[config.mk]
export PLATFORM = sky130hd
export DESIGN_NAME = sdram_axi_arbiter
export DESIGN_NICKNAME = d
export VERILOG_FILES = /design/src/rtl/sdram_axi_arbiter.sv
export SDC_FILE = /design/constraint.sdc
export NUM_CORES = 1
export LEC_CHECK = 0
export CAP_MARGIN = 20
export CORE_AREA = 2 2 223 225
export DETAILED_ROUTE_END_ITERATION = 7
export DIE_AREA = 0 0 225 227
export PLACE_DENSITY = 0.3
export SLEW_MARGIN = 20
export SYNTH_ARGS = -nofsm -noshare
export SYNTH_HDL_FRONTEND = slang
export SYNTH_SLANG_ARGS = --single-unit
[constraint.sdc]
create_clock -name clock -period 3.8 [get_ports clock]
set_input_delay 0.38 -clock clock [delete_from_list [all_inputs] [get_ports clock]]
set_output_delay 0.38 -clock clock [all_outputs]
set_load 0.02 [all_outputs]
[src/rtl/sdram_axi_arbiter.sv]
// Two-master AXI4 arbiter in front of the single SDRAM controller slave port.
// One transaction at a time, round-robin over {in0_rd, in0_wr, in1_rd, in1_wr}.
module sdram_axi_arbiter #(
  parameter int ADDR_W = 32,
  parameter int DATA_W = 32,
  parameter int ID_W   = 4
) (
  input  logic                clock,
  input  logic                reset,
  // master 0 (instruction fetch)
  input  logic                in0_arvalid,
  input  logic [ADDR_W-1:0]   in0_araddr,
  input  logic [ID_W-1:0]     in0_arid,
  input  logic [7:0]          in0_arlen,
  input  logic [2:0]          in0_arsize,
  input  logic [1:0]          in0_arburst,
  output logic                in0_arready,
  output logic                in0_rvalid,
  output logic [DATA_W-1:0]   in0_rdata,
  output logic [1:0]          in0_rresp,
  output logic                in0_rlast,
  output logic [ID_W-1:0]     in0_rid,
  input  logic                in0_rready,
  input  logic                in0_awvalid,
  input  logic [ADDR_W-1:0]   in0_awaddr,
  input  logic [ID_W-1:0]     in0_awid,
  input  logic [7:0]          in0_awlen,
  input  logic [2:0]          in0_awsize,
  input  logic [1:0]          in0_awburst,
  output logic                in0_awready,
  input  logic                in0_wvalid,
  input  logic [DATA_W-1:0]   in0_wdata,
  input  logic [DATA_W/8-1:0] in0_wstrb,
  input  logic                in0_wlast,
  output logic                in0_wready,
  output logic                in0_bvalid,
  output logic [1:0]          in0_bresp,
  output logic [ID_W-1:0]     in0_bid,
  input  logic                in0_bready,
  // master 1 (LSU)
  input  logic                in1_arvalid,
  input  logic [ADDR_W-1:0]   in1_araddr,
  input  logic [ID_W-1:0]     in1_arid,
  input  logic [7:0]          in1_arlen,
  input  logic [2:0]          in1_arsize,
  input  logic [1:0]          in1_arburst,
  output logic                in1_arready,
  output logic                in1_rvalid,
  output logic [DATA_W-1:0]   in1_rdata,
  output logic [1:0]          in1_rresp,
  output logic                in1_rlast,
  output logic [ID_W-1:0]     in1_rid,
  input  logic                in1_rready,
  input  logic                in1_awvalid,
  input  logic [ADDR_W-1:0]   in1_awaddr,
  input  logic [ID_W-1:0]     in1_awid,
  input  logic [7:0]          in1_awlen,
  input  logic [2:0]          in1_awsize,
  input  logic [1:0]          in1_awburst,
  output logic                in1_awready,
  input  logic                in1_wvalid,
  input  logic [DATA_W-1:0]   in1_wdata,
  input  logic [DATA_W/8-1:0] in1_wstrb,
  input  logic                in1_wlast,
  output logic                in1_wready,
  output logic                in1_bvalid,
  output logic [1:0]          in1_bresp,
  output logic [ID_W-1:0]     in1_bid,
  input  logic                in1_bready,
  // SDRAM controller slave
  output logic                out_arvalid,
  output logic [ADDR_W-1:0]   out_araddr,
  output logic [ID_W-1:0]     out_arid,
  output logic [7:0]          out_arlen,
  output logic [2:0]          out_arsize,
  output logic [1:0]          out_arburst,
  input  logic                out_arready,
  input  logic                out_rvalid,
  input  logic [DATA_W-1:0]   out_rdata,
  input  logic [1:0]          out_rresp,
  input  logic                out_rlast,
  input  logic [ID_W-1:0]     out_rid,
  output logic                out_rready,
  output logic                out_awvalid,
  output logic [ADDR_W-1:0]   out_awaddr,
  output logic [ID_W-1:0]     out_awid,
  output logic [7:0]          out_awlen,
  output logic [2:0]          out_awsize,
  output logic [1:0]          out_awburst,
  input  logic                out_awready,
  output logic                out_wvalid,
  output logic [DATA_W-1:0]   out_wdata,
  output logic [DATA_W/8-1:0] out_wstrb,
  output logic                out_wlast,
  input  logic                out_wready,
  input  logic                out_bvalid,
  input  logic [1:0]          out_bresp,
  input  logic [ID_W-1:0]     out_bid,
  output logic                out_bready
);

  typedef enum logic [1:0] {IDLE, RD, WR, WB} state_t;

  state_t     state, state_nxt;
  logic       gnt_m, gnt_nxt;
  logic [1:0] rr_ptr, rr_nxt;
  logic       ar_done, ar_done_nxt;
  logic       aw_done, aw_done_nxt;
  logic       w_done, w_done_nxt;

  logic [3:0] req;
  logic       found;
  logic [1:0] win;
  logic [1:0] idx;

  logic       in_rd, in_wr, in_wb;
  logic       g_arvalid, g_rready, g_awvalid, g_wvalid, g_bready;
  logic       ar_fire, r_last_fire, aw_fire, w_last_fire, b_fire;

  assign req = {in1_awvalid, in1_arvalid, in0_awvalid, in0_arvalid};

  // First requester at or after rr_ptr, wrapping 3 -> 0.
  always_comb begin
    found = 1'b0;
    win   = rr_ptr;
    idx   = rr_ptr;
    for (int i = 0; i < 4; i++) begin
      idx = rr_ptr + i[1:0];
      if (!found && req[idx]) begin
        found = 1'b1;
        win   = idx;
      end
    end
  end

  assign in_rd = (state == RD);
  assign in_wr = (state == WR);
  assign in_wb = (state == WB);

  assign g_arvalid = gnt_m ? in1_arvalid : in0_arvalid;
  assign g_rready  = gnt_m ? in1_rready  : in0_rready;
  assign g_awvalid = gnt_m ? in1_awvalid : in0_awvalid;
  assign g_wvalid  = gnt_m ? in1_wvalid  : in0_wvalid;
  assign g_bready  = gnt_m ? in1_bready  : in0_bready;

  // Payloads follow the grant unconditionally; only valid/ready are gated.
  assign out_araddr  = gnt_m ? in1_araddr  : in0_araddr;
  assign out_arid    = gnt_m ? in1_arid    : in0_arid;
  assign out_arlen   = gnt_m ? in1_arlen   : in0_arlen;
  assign out_arsize  = gnt_m ? in1_arsize  : in0_arsize;
  assign out_arburst = gnt_m ? in1_arburst : in0_arburst;
  assign out_awaddr  = gnt_m ? in1_awaddr  : in0_awaddr;
  assign out_awid    = gnt_m ? in1_awid    : in0_awid;
  assign out_awlen   = gnt_m ? in1_awlen   : in0_awlen;
  assign out_awsize  = gnt_m ? in1_awsize  : in0_awsize;
  assign out_awburst = gnt_m ? in1_awburst : in0_awburst;
  assign out_wdata   = gnt_m ? in1_wdata   : in0_wdata;
  assign out_wstrb   = gnt_m ? in1_wstrb   : in0_wstrb;
  assign out_wlast   = gnt_m ? in1_wlast   : in0_wlast;

  assign out_arvalid = in_rd & g_arvalid & ~ar_done;
  assign in0_arready = in_rd & ~gnt_m & ~ar_done & out_arready;
  assign in1_arready = in_rd &  gnt_m & ~ar_done & out_arready;

  assign out_rready  = in_rd & g_rready;
  assign in0_rvalid  = in_rd & ~gnt_m & out_rvalid;
  assign in1_rvalid  = in_rd &  gnt_m & out_rvalid;
  assign in0_rdata   = out_rdata;
  assign in1_rdata   = out_rdata;
  assign in0_rresp   = out_rresp;
  assign in1_rresp   = out_rresp;
  assign in0_rlast   = out_rlast;
  assign in1_rlast   = out_rlast;
  assign in0_rid     = out_rid;
  assign in1_rid     = out_rid;

  assign out_awvalid = in_wr & g_awvalid & ~aw_done;
  assign in0_awready = in_wr & ~gnt_m & ~aw_done & out_awready;
  assign in1_awready = in_wr &  gnt_m & ~aw_done & out_awready;

  assign out_wvalid  = in_wr & g_wvalid & ~w_done;
  assign in0_wready  = in_wr & ~gnt_m & ~w_done & out_wready;
  assign in1_wready  = in_wr &  gnt_m & ~w_done & out_wready;

  assign out_bready  = in_wb & g_bready;
  assign in0_bvalid  = in_wb & ~gnt_m & out_bvalid;
  assign in1_bvalid  = in_wb &  gnt_m & out_bvalid;
  assign in0_bresp   = out_bresp;
  assign in1_bresp   = out_bresp;
  assign in0_bid     = out_bid;
  assign in1_bid     = out_bid;

  assign ar_fire     = out_arvalid & out_arready;
  assign r_last_fire = out_rvalid & out_rready & out_rlast;
  assign aw_fire     = out_awvalid & out_awready;
  assign w_last_fire = out_wvalid & out_wready & out_wlast;
  assign b_fire      = out_bvalid & out_bready;

  always_comb begin
    state_nxt   = state;
    gnt_nxt     = gnt_m;
    rr_nxt      = rr_ptr;
    ar_done_nxt = ar_done;
    aw_done_nxt = aw_done;
    w_done_nxt  = w_done;
    case (state)
      IDLE: begin
        ar_done_nxt = 1'b0;
        aw_done_nxt = 1'b0;
        w_done_nxt  = 1'b0;
        if (found) begin
          gnt_nxt   = win[1];
          rr_nxt    = win + 2'd1;
          state_nxt = win[0] ? WR : RD;
        end
      end
      RD: begin
        if (ar_fire) ar_done_nxt = 1'b1;
        if (r_last_fire) begin
          state_nxt   = IDLE;
          ar_done_nxt = 1'b0;
        end
      end
      WR: begin
        aw_done_nxt = aw_done | aw_fire;
        w_done_nxt  = w_done | w_last_fire;
        if (aw_done_nxt && w_done_nxt) state_nxt = WB;
      end
      WB: begin
        if (b_fire) begin
          state_nxt   = IDLE;
          aw_done_nxt = 1'b0;
          w_done_nxt  = 1'b0;
        end
      end
      default: state_nxt = IDLE;
    endcase
  end

  always_ff @(posedge clock or negedge reset) begin
    if (!reset) begin
      state   <= IDLE;
      gnt_m   <= 1'b0;
      rr_ptr  <= 2'd0;
      ar_done <= 1'b0;
      aw_done <= 1'b0;
      w_done  <= 1'b0;
    end else begin
      state   <= state_nxt;
      gnt_m   <= gnt_nxt;
      rr_ptr  <= rr_nxt;
      ar_done <= ar_done_nxt;
      aw_done <= aw_done_nxt;
      w_done  <= w_done_nxt;
    end
  end

endmodule

### Yosys cells after proc, flatten, opt, wreduce, memory -nomap -nowiden

Index checks and enable logic that the tools add are counted.
W data, S select, Z words.

| word-level totals | value |
|---|---|
| bits in registers | 8 |
| bits in latches | 0 |
| bits in writable memories | 0 |
| bits in read-only memories | 0 |
| bits of input ports | 332 |
| word-level logic and storage cells | 124 |
| memories kept | 0 |

| cells by class | value |
|---|---|
| add/subtract/negate cells | 4 |
| $mul | 0 |
| divide/modulo/power cells | 0 |
| magnitude comparators | 4 |
| eq/ne operators | 8 |
| shift operators | 0 |
| multiplexer cells | 45 |
| bitwise logic cells | 43 |
| reduce and logical (&&, ||, !) cells | 14 |

Operators with widths:

| kind | count |
|---|---|
| $mux W32 | 3 |
| $and A1 B1 Y1 | 37 |
| $mux W2 | 10 |
| $mux W1 | 17 |
| $mux W8 | 2 |
| $lt A2 B3 Y1 const B | 4 |
| $mux W4 | 3 |
| $bmux W1 S2 | 4 |
| $pmux W2 S4 | 1 |
| $mux W3 | 2 |
| $ne A2 B1 Y1 const B | 3 |
| $pmux W1 S3 | 2 |
| $reduce_and A2 Y1 | 3 |
| $add A2 B1 Y2 const B | 2 |
| $add A2 B2 Y2 const B | 2 |
| $eq A2 B2 Y1 const B | 2 |
| $logic_and A1 B1 Y1 | 4 |
| $not A1 Y1 | 4 |
| $reduce_and A4 Y1 | 1 |
| $logic_not A1 Y1 | 3 |
| $ne A3 B1 Y1 const B | 1 |
| $reduce_bool A3 Y1 | 1 |
| $eq A2 B1 Y1 const B | 1 |
| $logic_not A2 Y1 | 1 |
| 4 further kinds | 5 |

### Longest topological paths before layout

Gate-level depths: netlist of run 1.

| logic depth | value |
|---|---|
| word-level depth | 15 |
| mapped depth | 7 |
| gate-level depth less buffers | 5 |

### Least setup slack after synthesis of run 1

OpenSTA, ideal clock, no wires.

| timing path | value |
|---|---|
| path type | register -> output |
| start point | reg gnt_m |
| end point | out in0_awready |
| arrival | 1.610 ns |
| required time | 3.420 ns |
| slack | 1.810 ns |
| cell stages (with the launch flop) | 5 |
| path through | dfrtp_1 buf_6 buf_6 buf_6 nor4b_1 |

| on the way | value |
|---|---|
| cells in the longest elaborated chain, start to end | 4 |

RTL lines:

| item | RTL line | text |
|---|---|---|
| start: declaration | 105 | `logic gnt_m, gnt_nxt;` |
| start signal: assignment | 250 | `gnt_m <= gnt_nxt;` |
| $not A1 Y1 | 178 | `assign in0_awready = in_wr & ~gnt_m & ~aw_done & out_awready;` |
| $and A1 B1 Y1 (3 in a row) | 178 |  |
| end: declaration | 30 | `output logic in0_awready,` |

No other way between the ends.

### Worst setup path after layout of run 1

| timing path | value |
|---|---|
| start point | reg gnt_m |
| end point | out out_awaddr[7] |

| on the way | value |
|---|---|
| cells in the longest elaborated chain, start to end | 1 |

RTL lines:

| item | RTL line | text |
|---|---|---|
| $mux W32 | 152 | `assign out_awaddr = gnt_m ? in1_awaddr : in0_awaddr;` |
| end: declaration | 85 | `output logic [ADDR_W-1:0] out_awaddr,` |

No other way between the ends.

==> results of run 1 <==
[final cells by class]
cell class              instances  area, um^2  area share
clock buffers                   4        78.8      0.0105
inverters                       4        15.0     0.00199
multi-input cells             208        2000       0.266
flip-flops and latches          8         204      0.0271
well taps                     622         778       0.103
repair buffers                443        4450       0.591
[critical path, stage by stage (launching register included)]
cell                              delay (ns)
sky130_fd_sc_hd__dfrtp_4                0.71
sky130_fd_sc_hd__buf_4                  0.46
sky130_fd_sc_hd__mux2_2                 0.38
sky130_fd_sc_hd__clkdlybuf4s50_1        0.58
[cells in the mapped netlist, types with 2 or more instances]
cell / number / area share
sky130_fd_sc_hd__a21o_1: 2 / 0.0049
sky130_fd_sc_hd__a21oi_1: 5 / 0.0082
sky130_fd_sc_hd__buf_2: 7 / 0.011
sky130_fd_sc_hd__buf_4: 91 / 0.22
sky130_fd_sc_hd__buf_6: 11 / 0.040
sky130_fd_sc_hd__dfrtp_1: 8 / 0.065
sky130_fd_sc_hd__inv_1: 3 / 0.0037
sky130_fd_sc_hd__mux2_2: 134 / 0.49
sky130_fd_sc_hd__mux2i_1: 5 / 0.016
sky130_fd_sc_hd__nand2_1: 9 / 0.011
sky130_fd_sc_hd__nand2b_1: 4 / 0.0082
sky130_fd_sc_hd__nand3_1: 2 / 0.0033
sky130_fd_sc_hd__nor2_1: 10 / 0.012
sky130_fd_sc_hd__nor2b_1: 4 / 0.0082
sky130_fd_sc_hd__nor3_1: 5 / 0.0082
sky130_fd_sc_hd__nor4b_1: 4 / 0.011
sky130_fd_sc_hd__o21ai_0: 5 / 0.0082
[kinds of logic after synthesis]
logic type / Yosys count / share of synthesized area
muxes: 141 / 0.518
buffers and inverters: 113 / 0.280
DFF: 8 / 0.0654
and+or+nand+nor: 44 / 0.0777
AOI/OAI and AO/OA: 23 / 0.0585
[cells in the final DEF, fill, tap and decap left out, types with 2 or more instances in the layout]
cell                              count
sky130_fd_sc_hd__dfrtp_1              7
sky130_fd_sc_hd__inv_1                3
sky130_fd_sc_hd__nand2b_1             4
sky130_fd_sc_hd__clkdlybuf4s50_1    439
sky130_fd_sc_hd__mux2_2             134
sky130_fd_sc_hd__nand2_1              9
sky130_fd_sc_hd__buf_4                2
sky130_fd_sc_hd__nor3_1               5
sky130_fd_sc_hd__clkbuf_16            3
sky130_fd_sc_hd__nor2b_1              4
sky130_fd_sc_hd__mux2i_1              5
sky130_fd_sc_hd__o21ai_0              5
sky130_fd_sc_hd__a21o_1               2
sky130_fd_sc_hd__a21oi_1              5
sky130_fd_sc_hd__nor2_1              10
sky130_fd_sc_hd__nor4b_1              4
sky130_fd_sc_hd__nand3_1              2
sky130_fd_sc_hd__buf_12               2
[worst max-delay path by stage]
stage / slack (ns) / end / startpoint
floorplan: 1.81 / in0_awready / gnt_m
global placement: 1.05 / out_arvalid / in0_arvalid
detailed placement: 1.05 / out_arvalid / in0_arvalid
CTS: 0.91 / out_awaddr[13] / gnt_m
global route: 0.83 / out_awaddr[13] / gnt_m
finish: 0.98 / out_awaddr[7] / gnt_m
[layer usage]
layer | part of all wire | wire (um)
met5 | 0.00065 | 13
met4 | 0.0074 | 148
met3 | 0.12 | 2440
met2 | 0.49 | 9770
met1 | 0.38 | 7640
[stage by stage]
step | util | std cells | instance area [um^2] | hold WS, ns | total power [mW]
finish | 0.155 | 1289 | 7530 | 0.458 | 3.60
global route | 0.155 | 1289 | 7530 | 0.493 | 3.81
global placement | 0.153 | 1285 | 7450 | 0.526 | 3.50
floorplan | - | 329 | 3060 | 0.0844 | 2.18
CTS | 0.155 | 1289 | 7530 | 0.490 | 3.67
detailed placement | 0.153 | 1285 | 7450 | 0.532 | 3.46
[power groups by stage]
stage | Clock, mW | Combinational (mW) | Sequential [mW]
6_report | 0.191 | 3.15 | 0.259
2_1_floorplan | 0 | 2.02 | 0.158
3_3_place_gp | 0 | 3.22 | 0.273
3_5_place_dp | 0 | 3.19 | 0.272
5_1_grt | 0.201 | 3.33 | 0.282
4_1_cts | 0.192 | 3.21 | 0.273
[flip-flops by register name (all words and copies together) (netlist names)]
register	cells
aw_done	1
rr_ptr	2
gnt_m	1
w_done	1
ar_done	1
state	2
==> metrics.log, run 1 <==
[metrics] number of antenna violations at the first check in global routing: 1
[metrics] type of the most critical hold path: input port to async pin
[metrics] worst reg2reg path endpoint: state[0]
[metrics] Tcrit/Tclk final: 0.741
[metrics] number of flops mapped to enable cells by yosys: 0
[metrics] area of the die: ~50000 um^2
[metrics] antenna fix cells: 0
[metrics] synth-to-layout area growth: 146%
[metrics] buffers inserted during post-CTS setup optimization: 0
[metrics] maximum buffer depth of the clock tree: 2
[metrics] via count normalized by instance count: 2.90
[metrics] synth unique cells: 37
[metrics] TritonCTS clock tree: yes
[metrics] pin count of the biggest net entering global routing: between 40 and 50
[metrics] Synth Cell Area: 3060 um^2
[metrics] global-route wire length before repair: 25.7 mm
[metrics] wire length after detailed routing: around 20 mm
[metrics] clock skew after layout: approximately 0.0044 ns
[metrics] drt first-iter violations: between 40 and 50
[metrics] remaining max-slew budget at the tightest pin: 0.666
[metrics] final worst slack: roughly 0.98 ns
[metrics] Least-Margin Pin Slew: roughly 0.5 ns
[metrics] GR Util met3: 0.0299
[metrics] # hold bufs at CTS: 0
[metrics] Vert. Die Dim: 227 um
[metrics] Sink Count: 8
[metrics] Synthesis Warnings: 0
[metrics] mean post-synth cell area: around 9.3 um^2
[metrics] TritonCTS buffer count: 3
[metrics] Total GRT Usage: 0.0678
[metrics] Slew Viols, Final: 0
[metrics] I/O pin total: about 570
[metrics] net total in the final layout: 1000
[metrics] Die W: 225 um
[metrics] latest clock arrival within the worst-skew pair: approximately 0.24 ns
[metrics] Critical Setup Path Class: flop to output pin
[metrics] number of routed nets with antenna violations: 0
[metrics] crit start category: flop
[metrics] pre-CTS worst setup slack: approximately 1.0 ns
[metrics] reg-to-reg critical path startpoint: gnt_m
[metrics] setup_tns: 0 ns
[metrics] Max Fclk: approximately 350 MHz
[metrics] maximum fanout count along the critical path: 28
[metrics] First-pass DRT Iterations: 4
[metrics] portion of total power attributed to the clock network: 0.053
[metrics] row cnt: 81
[metrics] M1 GR Usage: 0.0777
[metrics] run status: finished clean
[metrics] pwr dens: between 400 and 500 nW/um^2
[metrics] starting density of the core: 0.0630
[metrics] proportion of power drawn by combinational gates: 0.875
[metrics] H-tree depth: 1
[metrics] register bit total from synthesis: 8
[metrics] core footprint: around 50000 um^2
[metrics] Max-Cap Viols: 0
[metrics] switching power of the nets: 1.62 mW
[metrics] gpl congestion: roughly 0.68
[metrics] syn_nets: ~660
[metrics] Crit. End Element: output pin
[metrics] Post-CTS Resized: 0
[metrics] fillcell total: 5435
[metrics] GRT Residual Overflow: 0
[metrics] number of buffer cells added on primary ports: between 400 and 500
[metrics] register area share after synthesis: 0.0654
[metrics] top flip-flop cell by instance count after synthesis: sky130_fd_sc_hd__dfrtp_1
[metrics] layer with the highest usage: met2
[metrics] CP Data Arrival Time: around 2.4 ns
[metrics] Lkg Pwr: between 2 and 3 nW
[metrics] Internal: approximately 2.0 mW
[metrics] fraction of final layout cells sized beyond drive strength 1: 0.228
[metrics] global-route track usage on met2: 0.120
[metrics] residual DRC count: 0
[metrics] endpoints failing setup: 0
[metrics] setup slack of the worst register-to-register path: roughly 2.1 ns
[metrics] number of vias after detailed routing: about 3700
[metrics] half-perimeter wire length of the detailed placement result: about 18 mm
[metrics] cell at the root of the clock tree: sky130_fd_sc_hd__clkbuf_16
[metrics] total count of hold-check failures in the final report: 0
[metrics] Wirelength per Cell: around 16 um
[metrics] RSZ-0062 raised after global routing: false
[metrics] fraction of registers with async set or reset after synthesis: 1.00
[metrics] final worst path period need: 2.82 ns
[metrics] depth of the worst register-to-register path: 5
[metrics] fraction of power consumed by sequential logic: 0.072
[metrics] clock input transition at the sequential cells of the worst setup and hold paths: around 0.04 ns
[metrics] Peak VDD IR: roughly 0.43 mV
[metrics] Switching Fraction: 0.450
[metrics] critical path data required time: about 3.4 ns
[metrics] number of global-route vias before repair: between 3000 and 4000
[metrics] number of instances in the synthesized netlist: roughly 330
Note: power is estimated with default switching activity, not from simulation.
==> inputs of run 2 (changes only) <==
--- a/config.mk
+++ b/config.mk
@@ -6,10 +6,10 @@
 export NUM_CORES = 1
 export LEC_CHECK = 0
 export CAP_MARGIN = 20
-export CORE_AREA = 2 2 223 225
+export CORE_AREA = 2 2 220 222
 export DETAILED_ROUTE_END_ITERATION = 7
-export DIE_AREA = 0 0 225 227
-export PLACE_DENSITY = 0.3
+export DIE_AREA = 0 0 222 224
+export PLACE_DENSITY = 0.32
 export SLEW_MARGIN = 20
 export SYNTH_ARGS = -nofsm -noshare
 export SYNTH_HDL_FRONTEND = slang
==> constraint.sdc (replaced) <==
create_clock -name clock -period 2.4 [get_ports clock]
set_input_delay 0.24 -clock clock [delete_from_list [all_inputs] [get_ports clock]]
set_output_delay 0.24 -clock clock [all_outputs]
set_load 0.02 [all_outputs]
==> run 2 against run 1 <==
Against the previous run: worst setup slack got worse by 0.89 ns; via count fell by 0.56%; sequential power rose by 10%; clock power rose by 55%; largest cell class unchanged; highest routed layer is now met4.
==> metrics.log, run 2 (synthesized netlist as in run 1, its figures left out) <==
[metrics] pin count of the biggest net entering global routing: 33
[metrics] remaining max-slew budget at the tightest pin: 0.722
[metrics] highest-delay cell along the critical path: sky130_fd_sc_hd__clkdlybuf4s50_1
[metrics] CP Data Arrival Time: slightly above 2 ns
[metrics] Peak VDD IR: around 0.26 mV
[metrics] gpl congestion: 0.724
[metrics] Crit. End Element: output pin
[metrics] type of the most critical hold path: input port to async pin
[metrics] worst reg2reg path endpoint: state[0]
[metrics] most used cells in the layout excluding fill and tap cells: sky130_fd_sc_hd__clkdlybuf4s50_1 (436), sky130_fd_sc_hd__mux2_2 (134), sky130_fd_sc_hd__nor2_1 (10)
[metrics] pwr dens: between 700 and 800 nW/um^2
[metrics] maximum buffer depth of the clock tree: 2
[metrics] series of cell instances along the critical path: buf_12, buf_12, mux2_2, clkdlybuf4s50_1
[metrics] cell at the root of the clock tree: sky130_fd_sc_hd__clkbuf_16
[metrics] endpoints failing setup: 0
[metrics] H-tree depth: 1
[metrics] TritonCTS buffer count: 3
[metrics] I/O pin total: between 500 and 600
[metrics] critical path data required time: ~2.2 ns
[metrics] final non-filler cell total: 1293
[metrics] number of buffer cells added on primary ports: roughly 440
[metrics] row cnt: 80
[metrics] multi-input gate area in the final layout: approximately 2000 um^2
[metrics] latest clock arrival within the worst-skew pair: 0.23 ns
[metrics] Die W: ~220 um
[metrics] Wirelength per Cell: between 15 and 20 um
[metrics] synth-to-layout area growth: 150%
[metrics] Worst Hold Slack: between 0.3 and 0.4 ns
[metrics] GRT Residual Overflow: 0
[metrics] clock input transition at the sequential cells of the worst setup and hold paths: about 0.04 ns
[metrics] Sink Count: 8
[metrics] Critical path origin: gnt_m
[metrics] wire length after detailed routing: between 20 and 25 mm
[metrics] net total in the final layout: 1010
[metrics] # placed instances: ~1300
[metrics] area taken by flip-flops and latches: ~200 um^2
[metrics] Total GRT Usage: 0.0760
[metrics] First-pass DRT Iterations: 4
[metrics] run status: finished clean
[metrics] registers with the most flip-flops: rr_ptr (2), state (2)
[metrics] drt first-iter violations: 85
[metrics] buffers inserted during post-CTS setup optimization: 0
[metrics] fraction of final layout cells sized beyond drive strength 1: 0.239
[metrics] area of the die: ~50000 um^2
[metrics] Max Fclk: about 430 MHz
[metrics] CP max stage delay: approximately 0.57 ns
[metrics] Lkg Pwr: 2.67 nW
[metrics] maximum fanout count along the critical path: 27
[metrics] residual DRC count: 0
[metrics] most frequent standard cell in the layout excluding fill and tap cells: sky130_fd_sc_hd__clkdlybuf4s50_1
[metrics] setup_tns: 0 ns
[metrics] half-perimeter wire length of the detailed placement result: between 15 and 20 mm
[metrics] Least-Margin Pin Slew: ~0.42 ns
[metrics] total count of hold-check failures in the final report: 0
[metrics] Max-Cap Viols: 0
[metrics] reg-to-reg critical path startpoint: gnt_m
[metrics] number of global-route vias before repair: ~3900
[metrics] clock skew after layout: roughly 0.0021 ns
[metrics] TritonCTS clock tree: yes
[metrics] starting density of the core: 0.0646
[metrics] Tcrit/Tclk final: 0.962
[metrics] Slew Viols, Final: 0
[metrics] Most Frequent Cell on Critical Path: sky130_fd_sc_hd__buf_12
[metrics] depth of the worst register-to-register path: 6
[metrics] core footprint: about 47000 um^2
[metrics] final worst path period need: between 2 and 2.5 ns
[metrics] global-route wire length before repair: about 28 mm
[metrics] Critical Setup Path Class: flop to output pin
[metrics] number of routed nets with antenna violations: 0
[metrics] Vert. Die Dim: about 220 um
[metrics] RSZ-0062 raised after global routing: false
[metrics] number of antenna violations at the first check in global routing: 1
[metrics] setup slack of the worst register-to-register path: ~0.65 ns
[metrics] via count normalized by instance count: ~2.9
[metrics] number of vias after detailed routing: between 3000 and 4000
[metrics] fillcell total: 5326
[metrics] crit start category: flop
[metrics] Finished Core Util: 0.161
[metrics] capture point of the critical path: out_awaddr[8]
[run 2: cell types whose count changed in the layout (fill, tap and decap cells not counted)]
cell / change
sky130_fd_sc_hd__buf_4: +7
sky130_fd_sc_hd__buf_12: +3
sky130_fd_sc_hd__dlygate4sd2_1: +1
sky130_fd_sc_hd__diode_2: +1
sky130_fd_sc_hd__dlymetal6s2s_1: +2
sky130_fd_sc_hd__clkdlybuf4s50_1: -3
[run 2: timing repair]
action / 4_1_cts / 5_1_grt
endpoints found under the setup margin: 1 / 2
resized for setup: 1 / 2
hold buffers: 0 / 0
[run 2: final cells by class]
cell class / instances / area share
clock buffer: 4 / 0.0103
sequential: 8 / 0.0267
multi-input combinational: 208 / 0.262
tap: 615 / 0.101
timing repair buffer: 453 / 0.598
inverter: 4 / 0.00197
antenna: 1 / 0.000328
[run 2: power breakdown]
group / internal (mW) / total [mW] / switching, mW
Combinational: 2.85 / 5.31 / 2.46
Sequential: 0.205 / 0.285 / 0.0799
Clock: 0.222 / 0.297 / 0.0747
Total: 3.28 / 5.90 / 2.62
[run 2: metal layers]
metal | part of all wire | vias to the layer above | global-route usage
met3 | 0.11 | 8 | 0.0353
li1 | - | 1764 | -
met4 | 0.0019 | 0 | 0.00480
met1 | 0.38 | 1663 | 0.0847
met5 | 0 | - | 0
met2 | 0.51 | 283 | 0.137
[run 2: per-stage QoR]
stage          instance area [um^2]  power (mW)  setup WS, ns
2_1_floorplan                  3060        3.44         0.550
3_3_place_gp                   7550        5.78         0.258
3_5_place_dp                   7550        5.73         0.246
4_1_cts                        7630        6.05        0.0102
5_1_grt                        7630        6.25        0.0283
6_report                       7640        5.90        0.0905
[run 2: worst min-delay path by stage]
stage	from	end	slack [ns]
2_1_floorplan	reset	ar_done	-0.06
3_3_place_gp	out_rdata[0]	in0_rdata[0]	0.48
3_5_place_dp	out_rdata[0]	in0_rdata[0]	0.48
4_1_cts	reset	aw_done	0.34
5_1_grt	reset	state[0]	0.35
6_report	reset	state[0]	0.31
[run 2: critical path: cells and delay by family, from the launching register on]
kind	cells	cell delay, ns
buffers and inverters	3	0.97
flip-flops	1	0.44
multiplexers	1	0.38
==> inputs of run 3 (changes only) <==
--- a/config.mk
+++ b/config.mk
@@ -10,6 +10,7 @@
 export DETAILED_ROUTE_END_ITERATION = 7
 export DIE_AREA = 0 0 222 224
 export PLACE_DENSITY = 0.32
+export RECOVER_POWER = 50
 export SLEW_MARGIN = 20
 export SYNTH_ARGS = -nofsm -noshare
 export SYNTH_HDL_FRONTEND = slang
==> run 3 against run 2 <==
Against the previous run: sequential share of layout area about the same; global-route usage did not move; clock power about the same; worst setup slack about the same; sequential power barely moved; critical endpoint unchanged; highest routed layer unchanged.
==> metrics.log, run 3 (synthesized netlist as in run 1, its figures left out) <==
[metrics] setup_tns: 0 ns
[metrics] TritonCTS buffer count: 3
[metrics] maximum buffer depth of the clock tree: 2
[metrics] endpoints failing setup: 0
[metrics] number of buffer cells added on primary ports: about 440
[metrics] pwr dens: around 770 nW/um^2
[metrics] Die W: ~220 um
[metrics] row cnt: 80
[metrics] number of global-route vias before repair: roughly 3900
[metrics] gpl congestion: approximately 0.72
[metrics] cell at the root of the clock tree: sky130_fd_sc_hd__clkbuf_16
[metrics] half-perimeter wire length of the detailed placement result: between 15 and 20 mm
[metrics] Critical Setup Path Class: flop to output pin
[metrics] Least-Margin Pin Slew: approximately 0.42 ns
[metrics] Lkg Pwr: 2.67 nW
[metrics] Wirelength per Cell: around 16 um
[metrics] pin count of the biggest net entering global routing: 33
[metrics] synth-to-layout area growth: 149%
[metrics] Crit. End Element: output pin
[metrics] clock skew after layout: 0.00210 ns
[metrics] registers with the most flip-flops: rr_ptr (2), state (2)
[metrics] I/O pin total: 572
[metrics] most used cells in the layout excluding fill and tap cells: sky130_fd_sc_hd__clkdlybuf4s50_1 (412), sky130_fd_sc_hd__mux2_2 (134), sky130_fd_sc_hd__dlygate4sd3_1 (24)
[metrics] RSZ-0062 raised after global routing: false
[metrics] critical path data required time: roughly 2.2 ns
[metrics] number of routed nets with antenna violations: 0
[metrics] crit start category: flop
[metrics] TritonCTS clock tree: yes
[metrics] net total in the final layout: a little over 1000
[metrics] multi-input gate area in the final layout: approximately 2000 um^2
[metrics] CP Data Arrival Time: 2.07 ns
[metrics] First-pass DRT Iterations: 4
[metrics] overall power consumption: 5.83 mW
[metrics] number of vias after detailed routing: around 3700
[metrics] fraction of final layout cells sized beyond drive strength 1: 0.235
[metrics] area taken by flip-flops and latches: approximately 200 um^2
[metrics] Total GRT Usage: 0.0760
[metrics] drt first-iter violations: ~70
[metrics] run status: finished clean
[metrics] area of the die: between 40000 and 50000 um^2
[metrics] GRT Residual Overflow: 0
[metrics] Max Fclk: 433 MHz
[metrics] H-tree depth: 1
[metrics] global-route wire length before repair: around 28 mm
[metrics] starting density of the core: 0.0646
[metrics] maximum fanout count along the critical path: 27
[metrics] latest clock arrival within the worst-skew pair: between 0.2 and 0.25 ns
[metrics] final worst path period need: ~2.3 ns
[metrics] residual DRC count: 0
[metrics] via count normalized by instance count: 2.87
[metrics] clock input transition at the sequential cells of the worst setup and hold paths: approximately 0.040 ns
[metrics] Max-Cap Viols: 0
[metrics] type of the most critical hold path: input port to async pin
[metrics] Tcrit/Tclk final: 0.962
[metrics] Sink Count: 8
[metrics] Vert. Die Dim: about 220 um
[metrics] core footprint: 47300 um^2
[metrics] remaining max-slew budget at the tightest pin: 0.718
[metrics] most frequent standard cell in the layout excluding fill and tap cells: sky130_fd_sc_hd__clkdlybuf4s50_1
[metrics] number of antenna violations at the first check in global routing: 1
[metrics] total count of hold-check failures in the final report: 0
[metrics] Peak VDD IR: about 0.26 mV
[metrics] fillcell total: around 5300
[metrics] Slew Viols, Final: 0
[metrics] wire length after detailed routing: just over 20 mm
-- run 3: changes by cell type in the layout (fill, tap and decap cells not counted) --
cell	delta
sky130_fd_sc_hd__o21ai_2	-1
sky130_fd_sc_hd__or3_1	+1
sky130_fd_sc_hd__clkdlybuf4s50_1	-24
sky130_fd_sc_hd__clkbuf_1	+1
sky130_fd_sc_hd__dlymetal6s2s_1	-1
sky130_fd_sc_hd__o221ai_1	+1
sky130_fd_sc_hd__o221ai_2	-1
sky130_fd_sc_hd__o21ai_0	+1
sky130_fd_sc_hd__a21boi_1	-1
sky130_fd_sc_hd__dlygate4sd3_1	+24
sky130_fd_sc_hd__or3_4	-1
sky130_fd_sc_hd__a21boi_0	+1
-- run 3: path summary, 6_finish.rpt --
check / from / endpoint / slack (ns) / depth (start not counted)
setup reg to reg: gnt_m / state[0] / 0.65 / 6
max in group asynchronous: reset / gnt_m / 1.69 / 1
setup / recovery: gnt_m / out_awaddr[8] / 0.09 / 4
hold reg to reg: ar_done / ar_done / 0.56 / 1
min in group clock: out_rdata[16] / in0_rdata[16] / 0.48 / 0
hold / removal: reset / state[0] / 0.38 / 1
-- run 3: power breakdown --
part	switching [mW]	internal, mW	total [mW]	leakage [nW]
clock	0.0747	0.222	0.297	0.0382
sequential	0.0787	0.205	0.284	0.0972
combinational	2.45	2.80	5.25	2.53
total	2.60	3.23	5.83	2.67
-- run 3: per-stage QoR --
stage | cell area, um^2 | setup WS, ns | util | instances | hold WS [ns]
detailed placement | 7550 | 0.246 | 0.160 | 1288 | 0.480
CTS | 7630 | 0.0102 | 0.161 | 1292 | 0.340
finish | 7610 | 0.0903 | 0.161 | 1293 | 0.379
floorplan | 3060 | 0.550 | - | 329 | -0.0556
global placement | 7550 | 0.258 | 0.160 | 1288 | 0.480
global route | 7610 | 0.0283 | 0.161 | 1292 | 0.425
-- run 3: final cells by class --
cell class,count,share of cell area
timing repair buffer,453,0.599
clock buffer,4,0.0104
tap,615,0.101
antenna,1,0.000329
inverter,4,0.00197
multi-input combinational,208,0.261
sequential,8,0.0268
-- run 3: metal layers --
layer / GRT usage / vias to the layer above / wire length [um]
met1: 0.0847 / 1656 / 7760
met5: 0 / - / 0
met4: 0.00480 / 0 / 40
li1: - / 1764 / -
met3: 0.0353 / 8 / 2350
met2: 0.137 / 279 / 10400
-- run 3: what timing repair did --
action	4_1_cts	5_1_grt
setup endpoints to repair	1	2
hold endpoints to repair	0	0
hold buffers	0	0
pin swaps	0	0
gates resized for setup	1	2
setup buffers	0	0
-- run 3: worst max-delay path: stages, from the launching register on --
cell                              delay (ns)
sky130_fd_sc_hd__dfrtp_4                0.44
sky130_fd_sc_hd__buf_12                 0.19
sky130_fd_sc_hd__buf_12                 0.21
sky130_fd_sc_hd__mux2_2                 0.38
sky130_fd_sc_hd__clkdlybuf4s50_1        0.57
